**config.mk**
```make
export PLATFORM = sky130hd
export DESIGN_NAME = rv_multicycle_controller_flat
export DESIGN_NICKNAME = d
export VERILOG_FILES = /design/src/rtl/rv_multicycle_controller_if.sv /design/src/rtl/rv_multicycle_controller.sv /design/src/flat_wrapper.sv
export SDC_FILE = /design/constraint.sdc
export NUM_CORES = 1
export LEC_CHECK = 0
export BUFFER_PORTS_ARGS = -buffer_cell sky130_fd_sc_hd__buf_2
export CAP_MARGIN = 30
export CORE_MARGIN = 5
export CORE_UTILIZATION = 52
export CTS_CLUSTER_DIAMETER = 40
export DETAILED_ROUTE_END_ITERATION = 7
export GPL_TIMING_DRIVEN = 1
export PLACE_DENSITY = 0.86
export RECOVER_POWER = 100
export SYNTH_ARGS = -nofsm -noshare
export SYNTH_HDL_FRONTEND = slang
export SYNTH_SLANG_ARGS = --single-unit
```
**constraint.sdc**
```tcl
create_clock -name clk -period 2.4 [get_ports clk]
set_clock_uncertainty 0.15 [all_clocks]
set_input_delay 0.48 -clock clk [delete_from_list [all_inputs] [get_ports clk]]
set_output_delay 0.48 -clock clk [all_outputs]
set_load 0.02 [all_outputs]
```
**src/rtl/rv_multicycle_controller_if.sv**
```systemverilog
// Unified memory-port handshake between the multicycle controller and the memory
// subsystem. The controller drives the request; memory returns the ready strobe.
interface rv_multicycle_controller_if;
  logic mem_req;
  logic mem_we;
  logic adr_src;
  logic mem_ready;

  modport master (output mem_req, output mem_we, output adr_src, input mem_ready);
  modport slave  (input mem_req, input mem_we, input adr_src, output mem_ready);
endinterface

```
**src/rtl/rv_multicycle_controller.sv**
```systemverilog
// Multicycle RV32I control FSM sharing one ALU and one req/ready memory port.
// Define RV_CTRL_ILLEGAL_TRAP_EN to trap unknown opcodes and expose illegal_instr.
module rv_multicycle_controller #(
  parameter int unsigned ALU_CTRL_W = 4,
  parameter int unsigned IMM_SEL_W  = 3
) (
  input  logic                  clk,
  input  logic                  rst_n,
  input  logic [6:0]            opcode,
  input  logic [2:0]            funct3,
  input  logic [6:0]            funct7,
  input  logic                  alu_zero,
  input  logic                  alu_lt,
  input  logic                  alu_ltu,
  rv_multicycle_controller_if.master mem,
  output logic                  ir_write,
  output logic                  pc_write,
  output logic                  reg_write,
  output logic [1:0]            alu_src_a,
  output logic [1:0]            alu_src_b,
  output logic [1:0]            result_src,
  output logic [ALU_CTRL_W-1:0] alu_control,
  output logic [IMM_SEL_W-1:0]  imm_sel,
  output logic                  instr_retire
`ifdef RV_CTRL_ILLEGAL_TRAP_EN
  ,
  output logic                  illegal_instr
`endif
);

  localparam logic [6:0] OpLoad   = 7'b0000011;
  localparam logic [6:0] OpStore  = 7'b0100011;
  localparam logic [6:0] OpReg    = 7'b0110011;
  localparam logic [6:0] OpImm    = 7'b0010011;
  localparam logic [6:0] OpBranch = 7'b1100011;
  localparam logic [6:0] OpJal    = 7'b1101111;
  localparam logic [6:0] OpJalr   = 7'b1100111;
  localparam logic [6:0] OpLui    = 7'b0110111;
  localparam logic [6:0] OpAuipc  = 7'b0010111;
  localparam logic [6:0] Funct7Alt = 7'b0100000;

  localparam logic [1:0] SrcAPc    = 2'd0;
  localparam logic [1:0] SrcAOldPc = 2'd1;
  localparam logic [1:0] SrcARs1   = 2'd2;
  localparam logic [1:0] SrcAZero  = 2'd3;
  localparam logic [1:0] SrcBRs2   = 2'd0;
  localparam logic [1:0] SrcBImm   = 2'd1;
  localparam logic [1:0] SrcBFour  = 2'd2;
  localparam logic [1:0] ResAluOut = 2'd0;
  localparam logic [1:0] ResMem    = 2'd1;
  localparam logic [1:0] ResAlu    = 2'd2;

  localparam logic [ALU_CTRL_W-1:0] AluAdd  = ALU_CTRL_W'(0);
  localparam logic [ALU_CTRL_W-1:0] AluSub  = ALU_CTRL_W'(1);
  localparam logic [ALU_CTRL_W-1:0] AluAnd  = ALU_CTRL_W'(2);
  localparam logic [ALU_CTRL_W-1:0] AluOr   = ALU_CTRL_W'(3);
  localparam logic [ALU_CTRL_W-1:0] AluSlt  = ALU_CTRL_W'(4);
  localparam logic [ALU_CTRL_W-1:0] AluXor  = ALU_CTRL_W'(5);
  localparam logic [ALU_CTRL_W-1:0] AluSll  = ALU_CTRL_W'(6);
  localparam logic [ALU_CTRL_W-1:0] AluSrl  = ALU_CTRL_W'(7);
  localparam logic [ALU_CTRL_W-1:0] AluSra  = ALU_CTRL_W'(8);
  localparam logic [ALU_CTRL_W-1:0] AluSltu = ALU_CTRL_W'(9);

  localparam logic [IMM_SEL_W-1:0] ImmI = IMM_SEL_W'(0);
  localparam logic [IMM_SEL_W-1:0] ImmS = IMM_SEL_W'(1);
  localparam logic [IMM_SEL_W-1:0] ImmB = IMM_SEL_W'(2);
  localparam logic [IMM_SEL_W-1:0] ImmJ = IMM_SEL_W'(3);
  localparam logic [IMM_SEL_W-1:0] ImmU = IMM_SEL_W'(4);

  typedef enum logic [3:0] {
    StFetch, StDecode, StMemAdr, StMemRd, StMemWb, StMemWr, StExecR, StExecI,
    StAluWb, StBranch, StJal, StJalPc, StJalr, StJalrPc, StLui, StTrap
  } state_e;

  state_e state_q, state_d;

  logic [ALU_CTRL_W-1:0] alu_op;
  logic                  taken;

  always_ff @(posedge clk) begin
    if (!rst_n) state_q <= StFetch;
    else        state_q <= state_d;
  end

  // funct7 only selects sub for R-type, but selects sra for both R and I shifts.
  always_comb begin
    alu_op = AluAdd;
    unique case (funct3)
      3'b000: alu_op = (state_q == StExecR && funct7 == Funct7Alt) ? AluSub : AluAdd;
      3'b001: alu_op = AluSll;
      3'b010: alu_op = AluSlt;
      3'b011: alu_op = AluSltu;
      3'b100: alu_op = AluXor;
      3'b101: alu_op = (funct7 == Funct7Alt) ? AluSra : AluSrl;
      3'b110: alu_op = AluOr;
      3'b111: alu_op = AluAnd;
      default: alu_op = AluAdd;
    endcase
  end

  always_comb begin
    taken = 1'b0;
    case (funct3)
      3'b000:  taken = alu_zero;
      3'b001:  taken = !alu_zero;
      3'b100:  taken = alu_lt;
      3'b101:  taken = !alu_lt;
      3'b110:  taken = alu_ltu;
      3'b111:  taken = !alu_ltu;
      default: taken = 1'b0;
    endcase
  end

  always_comb begin
    state_d      = state_q;
    mem.mem_req  = 1'b0;
    mem.mem_we   = 1'b0;
    mem.adr_src  = 1'b0;
    ir_write     = 1'b0;
    pc_write     = 1'b0;
    reg_write    = 1'b0;
    alu_src_a    = SrcAPc;
    alu_src_b    = SrcBRs2;
    result_src   = ResAluOut;
    alu_control  = AluAdd;
    imm_sel      = ImmI;
    instr_retire = 1'b0;
`ifdef RV_CTRL_ILLEGAL_TRAP_EN
    illegal_instr = 1'b0;
`endif
    // Outputs stay quiet throughout reset so an abandoned instruction cannot commit.
    if (rst_n) begin
      case (state_q)
        StFetch: begin
          mem.mem_req = 1'b1;
          if (mem.mem_ready) begin
            ir_write   = 1'b1;
            pc_write   = 1'b1;
            alu_src_a  = SrcAPc;
            alu_src_b  = SrcBFour;
            result_src = ResAlu;
            state_d    = StDecode;
          end
        end
        StDecode: begin
          alu_src_a = SrcAOldPc;
          alu_src_b = SrcBImm;
          imm_sel   = ImmB;
          case (opcode)
            OpLoad, OpStore: state_d = StMemAdr;
            OpReg:           state_d = StExecR;
            OpImm:           state_d = StExecI;
            OpBranch:        state_d = StBranch;
            OpJal:           state_d = StJal;
            OpJalr:          state_d = StJalr;
            OpLui, OpAuipc:  state_d = StLui;
`ifdef RV_CTRL_ILLEGAL_TRAP_EN
            default:         state_d = StTrap;
`else
            default:         state_d = StFetch;
`endif
          endcase
        end
        StMemAdr: begin
          alu_src_a = SrcARs1;
          alu_src_b = SrcBImm;
          imm_sel   = (opcode == OpStore) ? ImmS : ImmI;
          state_d   = (opcode == OpStore) ? StMemWr : StMemRd;
        end
        StMemRd: begin
          mem.mem_req = 1'b1;
          mem.adr_src = 1'b1;
          if (mem.mem_ready) state_d = StMemWb;
        end
        StMemWb: begin
          result_src   = ResMem;
          reg_write    = 1'b1;
          instr_retire = 1'b1;
          state_d      = StFetch;
        end
        StMemWr: begin
          mem.mem_req = 1'b1;
          mem.mem_we  = 1'b1;
          mem.adr_src = 1'b1;
          if (mem.mem_ready) begin
            instr_retire = 1'b1;
            state_d      = StFetch;
          end
        end
        StExecR, StExecI: begin
          alu_src_a   = SrcARs1;
          alu_src_b   = (state_q == StExecI) ? SrcBImm : SrcBRs2;
          alu_control = alu_op;
          state_d     = StAluWb;
        end
        StAluWb: begin
          reg_write    = 1'b1;
          instr_retire = 1'b1;
          state_d      = StFetch;
        end
        StBranch: begin
          alu_src_a    = SrcARs1;
          alu_control  = AluSub;
          pc_write     = taken;
          instr_retire = 1'b1;
          state_d      = StFetch;
        end
        StJal, StJalr: begin
          // Link cycle: rd <= old_pc + 4.
          alu_src_a  = SrcAOldPc;
          alu_src_b  = SrcBFour;
          result_src = ResAlu;
          reg_write  = 1'b1;
          state_d    = (state_q == StJal) ? StJalPc : StJalrPc;
        end
        StJalPc, StJalrPc: begin
          pc_write     = 1'b1;
          result_src   = ResAlu;
          alu_src_a    = (state_q == StJalPc) ? SrcAOldPc : SrcARs1;
          alu_src_b    = SrcBImm;
          imm_sel      = (state_q == StJalPc) ? ImmJ : ImmI;
          instr_retire = 1'b1;
          state_d      = StFetch;
        end
        StLui: begin
          imm_sel      = ImmU;
          alu_src_a    = (opcode == OpLui) ? SrcAZero : SrcAOldPc;
          alu_src_b    = SrcBImm;
          result_src   = ResAlu;
          reg_write    = 1'b1;
          instr_retire = 1'b1;
          state_d      = StFetch;
        end
        StTrap: begin
`ifdef RV_CTRL_ILLEGAL_TRAP_EN
          illegal_instr = 1'b1;
`endif
          state_d = StTrap;
        end
        default: state_d = StFetch;
      endcase
    end
  end

endmodule

```
**src/flat_wrapper.sv**
```systemverilog
// flat-port wrapper written by rule: the top's interface ports become plain ports
module rv_multicycle_controller_flat 
#(
  parameter int unsigned ALU_CTRL_W = 4,
  parameter int unsigned IMM_SEL_W  = 3
)
  (clk, rst_n, opcode, funct3, funct7, alu_zero, alu_lt, alu_ltu, ir_write, pc_write, reg_write, alu_src_a, alu_src_b, result_src, alu_control, imm_sel, instr_retire, mem_mem_req, mem_mem_we, mem_adr_src, mem_mem_ready);
  rv_multicycle_controller_if mem_i ();
  input  logic clk;
  input  logic rst_n;
  input  logic [6:0] opcode;
  input  logic [2:0] funct3;
  input  logic [6:0] funct7;
  input  logic alu_zero;
  input  logic alu_lt;
  input  logic alu_ltu;
  output logic ir_write;
  output logic pc_write;
  output logic reg_write;
  output logic [1:0] alu_src_a;
  output logic [1:0] alu_src_b;
  output logic [1:0] result_src;
  output logic [ALU_CTRL_W-1:0] alu_control;
  output logic [IMM_SEL_W-1:0] imm_sel;
  output logic instr_retire;
  output wire logic [$bits(mem_i.mem_req)-1:0] mem_mem_req;
  output wire logic [$bits(mem_i.mem_we)-1:0] mem_mem_we;
  output wire logic [$bits(mem_i.adr_src)-1:0] mem_adr_src;
  input wire logic [$bits(mem_i.mem_ready)-1:0] mem_mem_ready;
  assign mem_mem_req = mem_i.mem_req;
  assign mem_mem_we = mem_i.mem_we;
  assign mem_adr_src = mem_i.adr_src;
  assign mem_i.mem_ready = mem_mem_ready;
  rv_multicycle_controller #(.ALU_CTRL_W(ALU_CTRL_W), .IMM_SEL_W(IMM_SEL_W)) u_core (.clk(clk), .rst_n(rst_n), .opcode(opcode), .funct3(funct3), .funct7(funct7), .alu_zero(alu_zero), .alu_lt(alu_lt), .alu_ltu(alu_ltu), .mem(mem_i), .ir_write(ir_write), .pc_write(pc_write), .reg_write(reg_write), .alu_src_a(alu_src_a), .alu_src_b(alu_src_b), .result_src(result_src), .alu_control(alu_control), .imm_sel(imm_sel), .instr_retire(instr_retire));
endmodule
```
==> results_dict.tcl, run 1 <==
set metrics [dict create \
    status "finished, final reports clean" \
    cts-root-buf "clkbuf_4" \
    crit_path_top_delay_cell "nor4b_2" \
    grt_usage 0.224 \
    die_y_um 54.7 \
    critPathMaxStageDelay_ps 330 \
    antenna_found_initial 0 \
    antennaDiodeCount 0 \
    cts_setup_buffers 0 \
    path_cells "buf_2 > nor4b_2 > nand2_1 > o211a_1 > o31ai_1 > clkbuf_2" \
    cp.arrival_ps 1690 \
    synth_area_um2 1040 \
    regToRegStartpoint "u_core.state_q[1]" \
    cp_max_fo 3 \
    drtPass1Iterations 4 \
    maxSlewHeadroom 0.618 \
    vias 1359 \
    syn_to_final_growth_pct 27.0 \
    synth_cell_types 51 \
    fillers 180 \
    grt_pass1_wl_mm 5.13 \
    setup.worst_path.start "funct7[2]" \
    drive_gt1_frac 0.314 \
    nNetsFinal 219 \
    crit_buf_inv 2 \
    start_util 0.536 \
    synthDominantCellAreaShare 0.0769 \
    cts_max_level 1 \
    post_drt_wl_per_cell_um 14.5 \
    drc 0 \
    totalWireLength_mm 3.21 \
    clk_pin_slew_ps 40 \
    yosys.area.top_type "dfxtp_1" \
    grt_max_degree 21 \
    worst_pin_slew_ps 559 \
    hold_violations 0 \
    ys_async_sr_fraction 0 \
    vias_per_cell 6.15 \
    io_pins 43 \
    layout_min_cycle_time_ps 2320 \
    synth_area_leaders "dfxtp_1 7.7%, a21oi_1 6.3%, nor2_1 5.0%, xnor2_1 5.0%, o21ai_0 4.8%" \
    cts_tree "yes" \
    row_count 16 \
    clk_path_buf_depth 2 \
    placed_cells 218 \
    first_iter_violations 60 \
    io_buffers 42 \
    place_area_um2 1270 \
    place_hpwl_mm 2.48 \
    grt_util_met2 0.404 \
    setup_violations 0 \
    worstSkewPairLatency_ps 230 \
    grt_pass1_vias 1194 \
    synth_nets 178 \
    utilization 0.681 \
    place_congestion 0.873 \
    synth_most_common_cell "nor2_1" \
    fin_cells 221 \
    ys_ff_latch 4 \
    die-width_um 54.7 \
    min_path_type "primary input to flip-flop" \
    ir_drop_v 0.000373 \
    leakage_nw 0.625 \
    grt-ovfl-total 0 \
    powerDensity_nw_per_um2 319 \
    path_delay_family "compound AO/OA/AOI/OAI gates" \
    regMostFlops "u_core.state_q" \
    coreArea_um2 1940 \
    start_kind "primary input" \
    syn_area_per_cell_um2 6.72 \
    synthFlopType "dfxtp_1" \
    crit_type "primary input to output pin" \
    hp-start "mem_mem_ready" \
    synth_edf_count 0 \
    route.antenna.remaining_nets 0 \
    grt_util_met3 0.0300 \
    ctsHoldBuffers 0 \
    slew_viol_final 0 \
    numCtsBuffers 3 \
    min_period_over_period 0.966 \
    synth_warnings 0 \
    cp.required_ps 1770 \
    drv_cap 0 \
    syn_inst 155 \
    cts.sinks 4 \
    fin_area_um2 1320 \
    max_freq_mhz 431 \
    synthTopCellsByCount "14 x nor2_1, 13 x a21oi_1, 10 x o21ai_0" \
    endpoint_kind "output pin" \
    largest_register_ffs 4 \
    seq_area_frac_synth 0.0769 \
    die-area_um2 3000 \
    biggestRegsByFlops "u_core.state_q: 4 flops" \
    grt_use_met1 0.283 \
    top_usage_layer "met2" \
]
==> path summary, 6_finish.rpt <==
path                       end  cells past startpoint  slack [ps]
max             alu_control[0]                      6          80
min          u_core.state_q[2]                      2         440
max reg2reg  u_core.state_q[0]                      5         500
min reg2reg  u_core.state_q[1]                      3         660
==> cells by family (layout without fill, tap and decap cells) <==
logic type      after synthesis  in the layout  synth area share
compound gates               48             48             0.320
xor+xnor                      7              7            0.0589
buf+inv                      22             61             0.101
flops                         4              4            0.0769
mux                           3              3            0.0288
simple gates                 71             71             0.415
==> power by group <==
group          internal, W   total, W  switching (W)
Combinational     0.000104   0.000246       0.000142
Clock            0.0000560  0.0000845      0.0000285
Sequential       0.0000732  0.0000916      0.0000184
Total             0.000233   0.000422       0.000189
==> cell type report <==
class	instances	area [um2]	area share
inverter	8	31.3	0.0237
sequential	4	83.8	0.0634
clock buffer	3	22.5	0.0170
tap	27	33.8	0.0255
multi-input combinational	129	886	0.670
timing repair buffer	50	265	0.201
==> layer usage <==
metal / wire (um) / vias to the layer above / part of all wire
met1: 1280 / 631 / 0.40
met5: 0 / - / 0
li1: - / 660 / -
met2: 1650 / 66 / 0.51
met4: 27 / 0 / 0.0084
met3: 256 / 2 / 0.080
==> cell usage in the layout (no fill, tap or decap), types with 2 or more instances in the layout <==
master,count
nand3b_1,3
and3_1,3
and2_1,3
dfxtp_2,3
a211oi_1,3
nor3b_1,4
buf_4,8
nor4_1,2
mux2i_1,3
clkbuf_2,8
nor2_1,14
buf_2,30
o311a_1,2
nand2b_1,4
nor3_1,6
inv_1,6
a31oi_1,2
xnor2_1,6
clkbuf_4,3
o21ai_0,10
a2111oi_1,2
clkbuf_1,4
o211a_1,3
nand2_1,6
nor2b_1,6
nand3_1,8
a21oi_1,13
==> stage by stage <==
| stage | power, W | hold WS [ps] | TNS [ps] | worst slack, ps |
|---|---|---|---|---|
| 5_1_grt | 0.000456 | 459 | -2.14 | -2.14 |
| 4_1_cts | 0.000419 | 436 | 0 | 54.0 |
| 3_5_place_dp | 0.000328 | 678 | -50.0 | -50.0 |
| 6_report | 0.000422 | 444 | 0 | 81.8 |
| 2_1_floorplan | 0.000257 | 497 | 0 | 1.15 |
| 3_3_place_gp | 0.000318 | 662 | 0 | 95.5 |
==> timing repair <==
action	4_1_cts	5_1_grt
gates cloned	0	0
resized for setup	6	3
endpoints found under the setup margin	5	2
(Power assumes the default switching activity.)
==> run 2: changes to the inputs <==
Settings changed: CORE_MARGIN 5 to unset, PLACE_DENSITY 0.86 to 0.88.
==> run 2 against run 1 <==
First-iteration DRC count shrank 20%. Register-to-register slack gained 90 ps. Setup slack lost 4.1 ps. Power grew 2.8%. Via count shrank 3.1%. Count of clock-buffer cells in the layout is the same. Clock power grew 5.3%. Critical endpoint is now result_src[1]. Largest cell class unchanged. Largest power group unchanged. Highest routed layer unchanged.
==> results_dict.tcl, run 2 (same netlist as run 1, synthesis figures left out) <==
set metrics [dict create \
    status "finished, final reports clean" \
    powerDensity_nw_per_um2 321 \
    maxSlewHeadroom 0.665 \
    hold_violations 0 \
    ctsHoldBuffers 0 \
    layout_min_cycle_time_ps 2320 \
    antenna_found_initial 0 \
    hp-start "mem_mem_ready" \
    cp_max_fo 21 \
    nNetsFinal 220 \
    min_to "u_core.state_q[2]" \
    setup_violations 0 \
    grt_usage 0.313 \
    ir_drop_v 0.000263 \
    comb_power_share 0.592 \
    vias_per_cell 5.99 \
    dp_slack_ps 18.1 \
    regToRegStartpoint "u_core.state_q[1]" \
    grt_util_met2 0.539 \
    grt_use_met1 0.391 \
    internal_power_w 0.000238 \
    clk_pin_slew_ps 40 \
    row_count 15 \
    min_path_type "primary input to flip-flop" \
    utilization 0.750 \
    endpoint_kind "output pin" \
    grt_pass1_vias 1195 \
    final_common_cell "buf_2" \
    largest_register_ffs 4 \
    hold_slack_ps 427 \
    fillers 158 \
    biggestRegsByFlops "u_core.state_q: 4 flops" \
    die_y_um 46.7 \
    coreArea_um2 1800 \
    numCtsBuffers 3 \
    drv_cap 0 \
    die-width_um 46.7 \
    cp.arrival_ps 1690 \
    power_frac_seq 0.202 \
    syn_to_final_growth_pct 29.8 \
    start_kind "flip-flop" \
    drc 0 \
    setup.worst_path.start "u_core.state_q[2]" \
    slew_viol_final 0 \
    cts_max_level 1 \
    clk_path_buf_depth 2 \
    post_drt_wl_per_cell_um 14.1 \
    totalWireLength_mm 3.10 \
    cts.sinks 4 \
    regMostFlops "u_core.state_q" \
    grt_max_degree 23 \
    io_buffers 42 \
    worstSkewPairLatency_ps 250 \
    grt_util_met3 0.0769 \
    finalSetupTns_ps 0 \
    cp.required_ps 1770 \
    drtPass1Iterations 4 \
    max_freq_mhz 431 \
    route.antenna.remaining_nets 0 \
    io_pins 43 \
    reg2regPathDepth 5 \
    crit_type "flip-flop to output pin" \
    swShare 0.451 \
    min_period_over_period 0.968 \
    top_usage_layer "met2" \
    cts-root-buf "clkbuf_4" \
    clkPwrFrac 0.205 \
    vias 1317 \
    drive_gt1_frac 0.323 \
    p_sw_w 0.000195 \
    layout_setup_ws_ps 77.7 \
    grt_pass1_wl_mm 5.02 \
    leakage_nw 0.629 \
    worst_pin_slew_ps 490 \
    place_hpwl_mm 2.33 \
    grt-ovfl-total 0 \
    antennaDiodeCount 0 \
    rsz0062_at_grt "no" \
    cts_tree "yes" \
    first_iter_violations 48 \
    place_congestion 0.896 \
    timing.rr.end "u_core.state_q[0]" \
    start_util 0.578 \
    min_path_cells 2 \
    ff2ff_setup_slack_ps 590 \
    die-area_um2 2180 \
    mostFrequentLayoutCells "27 x buf_2, 13 x nor2_1, 13 x a21oi_1" \
]
[run 2: cell types whose count changed in the layout (fill, tap and decap cells not counted), sizes merged]
cell | before | now
clkbuf | 15 | 18
clkinvlp | 0 | 1
clkinv | 2 | 1
buf | 38 | 36
[run 2: worst max-delay path, cell delays in order, from the launching register on]
cell,delay [ps]
dfxtp_2,570
nor2b_1,380
o21ai_0,150
a21oi_1,140
clkbuf_2,190
[run 2: how the worst max path moves through the flow]
stage | endpoint | depth (start not counted)
2_1_floorplan | alu_src_b[1] | 4
5_1_grt | result_src[1] | 4
3_5_place_dp | alu_control[0] | 6
3_3_place_gp | alu_control[0] | 6
6_report | result_src[1] | 4
4_1_cts | alu_control[0] | 6
[run 2: stage by stage]
| stage | std cells | instance area [um2] | total power (W) |
|---|---|---|---|
| after floorplan | 155 | 1040 | 0.000257 |
| after global placement | 215 | 1260 | 0.000317 |
| after detailed placement | 215 | 1260 | 0.000326 |
| after CTS | 218 | 1290 | 0.000417 |
| after global routing | 220 | 1350 | 0.000467 |
| final | 220 | 1350 | 0.000433 |
[run 2: what timing repair did]
action                                  4_1_cts  5_1_grt
resized for setup                             3       10
buffers inserted                              0        2
gates cloned                                  0        0
endpoints found under the setup margin        8        9
[run 2: per-layer routing]
| metal | share of wire | vias up |
|---|---|---|
| met4 | 0.0090 | 0 |
| met1 | 0.43 | 609 |
| met5 | 0 | - |
| li1 | - | 661 |
| met3 | 0.048 | 4 |
| met2 | 0.51 | 43 |
[run 2: power groups by stage]
stage / sequential (W) / clock [W] / combinational (W)
finish: 0.0000877 / 0.0000890 / 0.000257
CTS: 0.0000863 / 0.0000892 / 0.000241
detailed placement: 0.0000872 / 0 / 0.000239
floorplan: 0.0000769 / 0 / 0.000180
global route: 0.0000897 / 0.0000931 / 0.000284
global placement: 0.0000862 / 0 / 0.000231
[run 2: final cells by class]
cell class	instances	area, um2	area share
multi-input combinational	129	907	0.671
tap	25	31.3	0.0231
inverter	8	33.8	0.0250
sequential	4	86.3	0.0639
clock buffer	3	22.5	0.0167
timing repair buffer	51	270	0.200
==> run 3: changes to the inputs <==
Settings changed: PLACE_DENSITY 0.88 to unset, PLACE_DENSITY_LB_ADDON set to 0.15.
==> run 3 against run 2 <==
First-iteration DRC count shrank 40%. Count of clock-buffer cells in the layout is the same. Sequential share of layout area shrank 0.13 points. Hold slack lost 12 ps. Flip-flop and latch count is the same. Maximum frequency is essentially flat. Sequential power shrank 6.5%. Non-clock buffer count grew 2. Via count shrank 0.61%. Setup slack lost 0.87 ps. Clock power shrank 8.2%.
==> results_dict.tcl, run 3 (same netlist as run 1, synthesis figures left out) <==
set metrics [dict create \
    grt_pass1_vias 1064 \
    first_iter_violations 29 \
    cp.arrival_ps 1690 \
    max_freq_mhz 430 \
    clk_path_buf_depth 2 \
    layout_min_cycle_time_ps 2320 \
    vias 1309 \
    ir_drop_v 0.000290 \
    die-width_um 46.7 \
    utilization 0.743 \
    powerDensity_nw_per_um2 319 \
    start_util 0.578 \
    start_kind "flip-flop" \
    drive_gt1_frac 0.320 \
    die-area_um2 2180 \
    antenna_found_initial 0 \
    syn_to_final_growth_pct 28.6 \
    cts_tree "yes" \
    hold_slack_ps 415 \
    antennaDiodeCount 0 \
    min_path_type "primary input to flip-flop" \
    drtPass1Iterations 4 \
    biggestRegsByFlops "u_core.state_q: 4 flops" \
    final_common_cell "buf_2" \
    cts_max_level 1 \
    finalSetupTns_ps 0 \
    grt_pass1_wl_mm 4.43 \
    maxSlewHeadroom 0.675 \
    cp_max_fo 18 \
    die_y_um 46.7 \
    clk_pin_slew_ps 40 \
    worstSkewPairLatency_ps 230 \
    endpoint_kind "output pin" \
    row_count 15 \
    coreArea_um2 1800 \
    setup_violations 0 \
    mostFrequentLayoutCells "23 x buf_2, 13 x nor2_1, 12 x a21oi_1, 12 x clkbuf_2" \
    drc 0 \
    largest_register_ffs 4 \
    leakage_nw 0.629 \
    slew_viol_final 0 \
    hold_violations 0 \
    route.antenna.remaining_nets 0 \
    grt-ovfl-total 0 \
    crit_type "flip-flop to output pin" \
    regMostFlops "u_core.state_q" \
    numCtsBuffers 3 \
    worst_pin_slew_ps 476 \
    fillers 169 \
    place_hpwl_mm 2.16 \
    status "finished, final reports clean" \
    dp_slack_ps 51.6 \
    io_pins 43 \
    grt_max_degree 19 \
    rsz0062_at_grt "no" \
    nNetsFinal 222 \
    cp.required_ps 1770 \
    cts.sinks 4 \
    io_buffers 42 \
    vias_per_cell 5.90 \
    min_period_over_period 0.968 \
    layout_setup_ws_ps 76.8 \
    ctsHoldBuffers 0 \
    drv_cap 0 \
    cts-root-buf "clkbuf_4" \
    totalWireLength_mm 2.90 \
    grt_usage 0.275 \
    post_drt_wl_per_cell_um 13.1 \
    place_congestion 0.879 \
]
## run 3: stage by stage
| stage | cells | instance area [um2] | power (W) |
|---|---|---|---|
| floorplan | 155 | 1040 | 0.000257 |
| global placement | 218 | 1280 | 0.000322 |
| detailed placement | 218 | 1280 | 0.000328 |
| CTS | 221 | 1310 | 0.000411 |
| global route | 222 | 1340 | 0.000457 |
| finish | 222 | 1340 | 0.000427 |
## run 3: layout make-up
cell class,instances,area [um2],area share
well taps,25,31.3,0.0234
multi-input cells,129,880,0.657
flip-flops and latches,4,83.8,0.0626
inverters,8,30.0,0.0224
clock buffers,3,22.5,0.0168
repair buffers,53,292,0.218
## run 3: per-layer routing
layer	global-route usage	part of all wire
met3	0.0269	0.043
met4	0.0857	0.0072
met5	0	0
met2	0.478	0.49
met1	0.356	0.46
## run 3: worst paths after layout
check,start,endpoint,slack [ps],depth (start not counted)
worst min register to register,u_core.state_q[1],u_core.state_q[3],590,2
worst min-delay path,mem_mem_ready,u_core.state_q[2],410,2
worst max-delay path,u_core.state_q[2],mem_mem_we,80,4
worst max register to register,u_core.state_q[0],u_core.state_q[0],460,5
## run 3: worst max-delay path, cell delays in order (launching register included)
cell      delay [ps]
dfxtp_2          510
nor2b_1          420
nand3_1          210
inv_1             90
clkbuf_1         230
## run 3: where the power goes
part           total (W)  leakage [nW]  switching, W  internal (W)
combinational   0.000263         0.582      0.000150      0.000113
clock          0.0000817        0.0138     0.0000258     0.0000558
sequential     0.0000820        0.0339    0.00000906     0.0000729
## run 3: repair_timing
action / CTS / global route
gates resized for setup: 1 / 11
pin swaps: 0 / 3
endpoints found under the hold margin: 0 / 0
buffers inserted: 0 / 1
endpoints found under the setup margin: 7 / 9
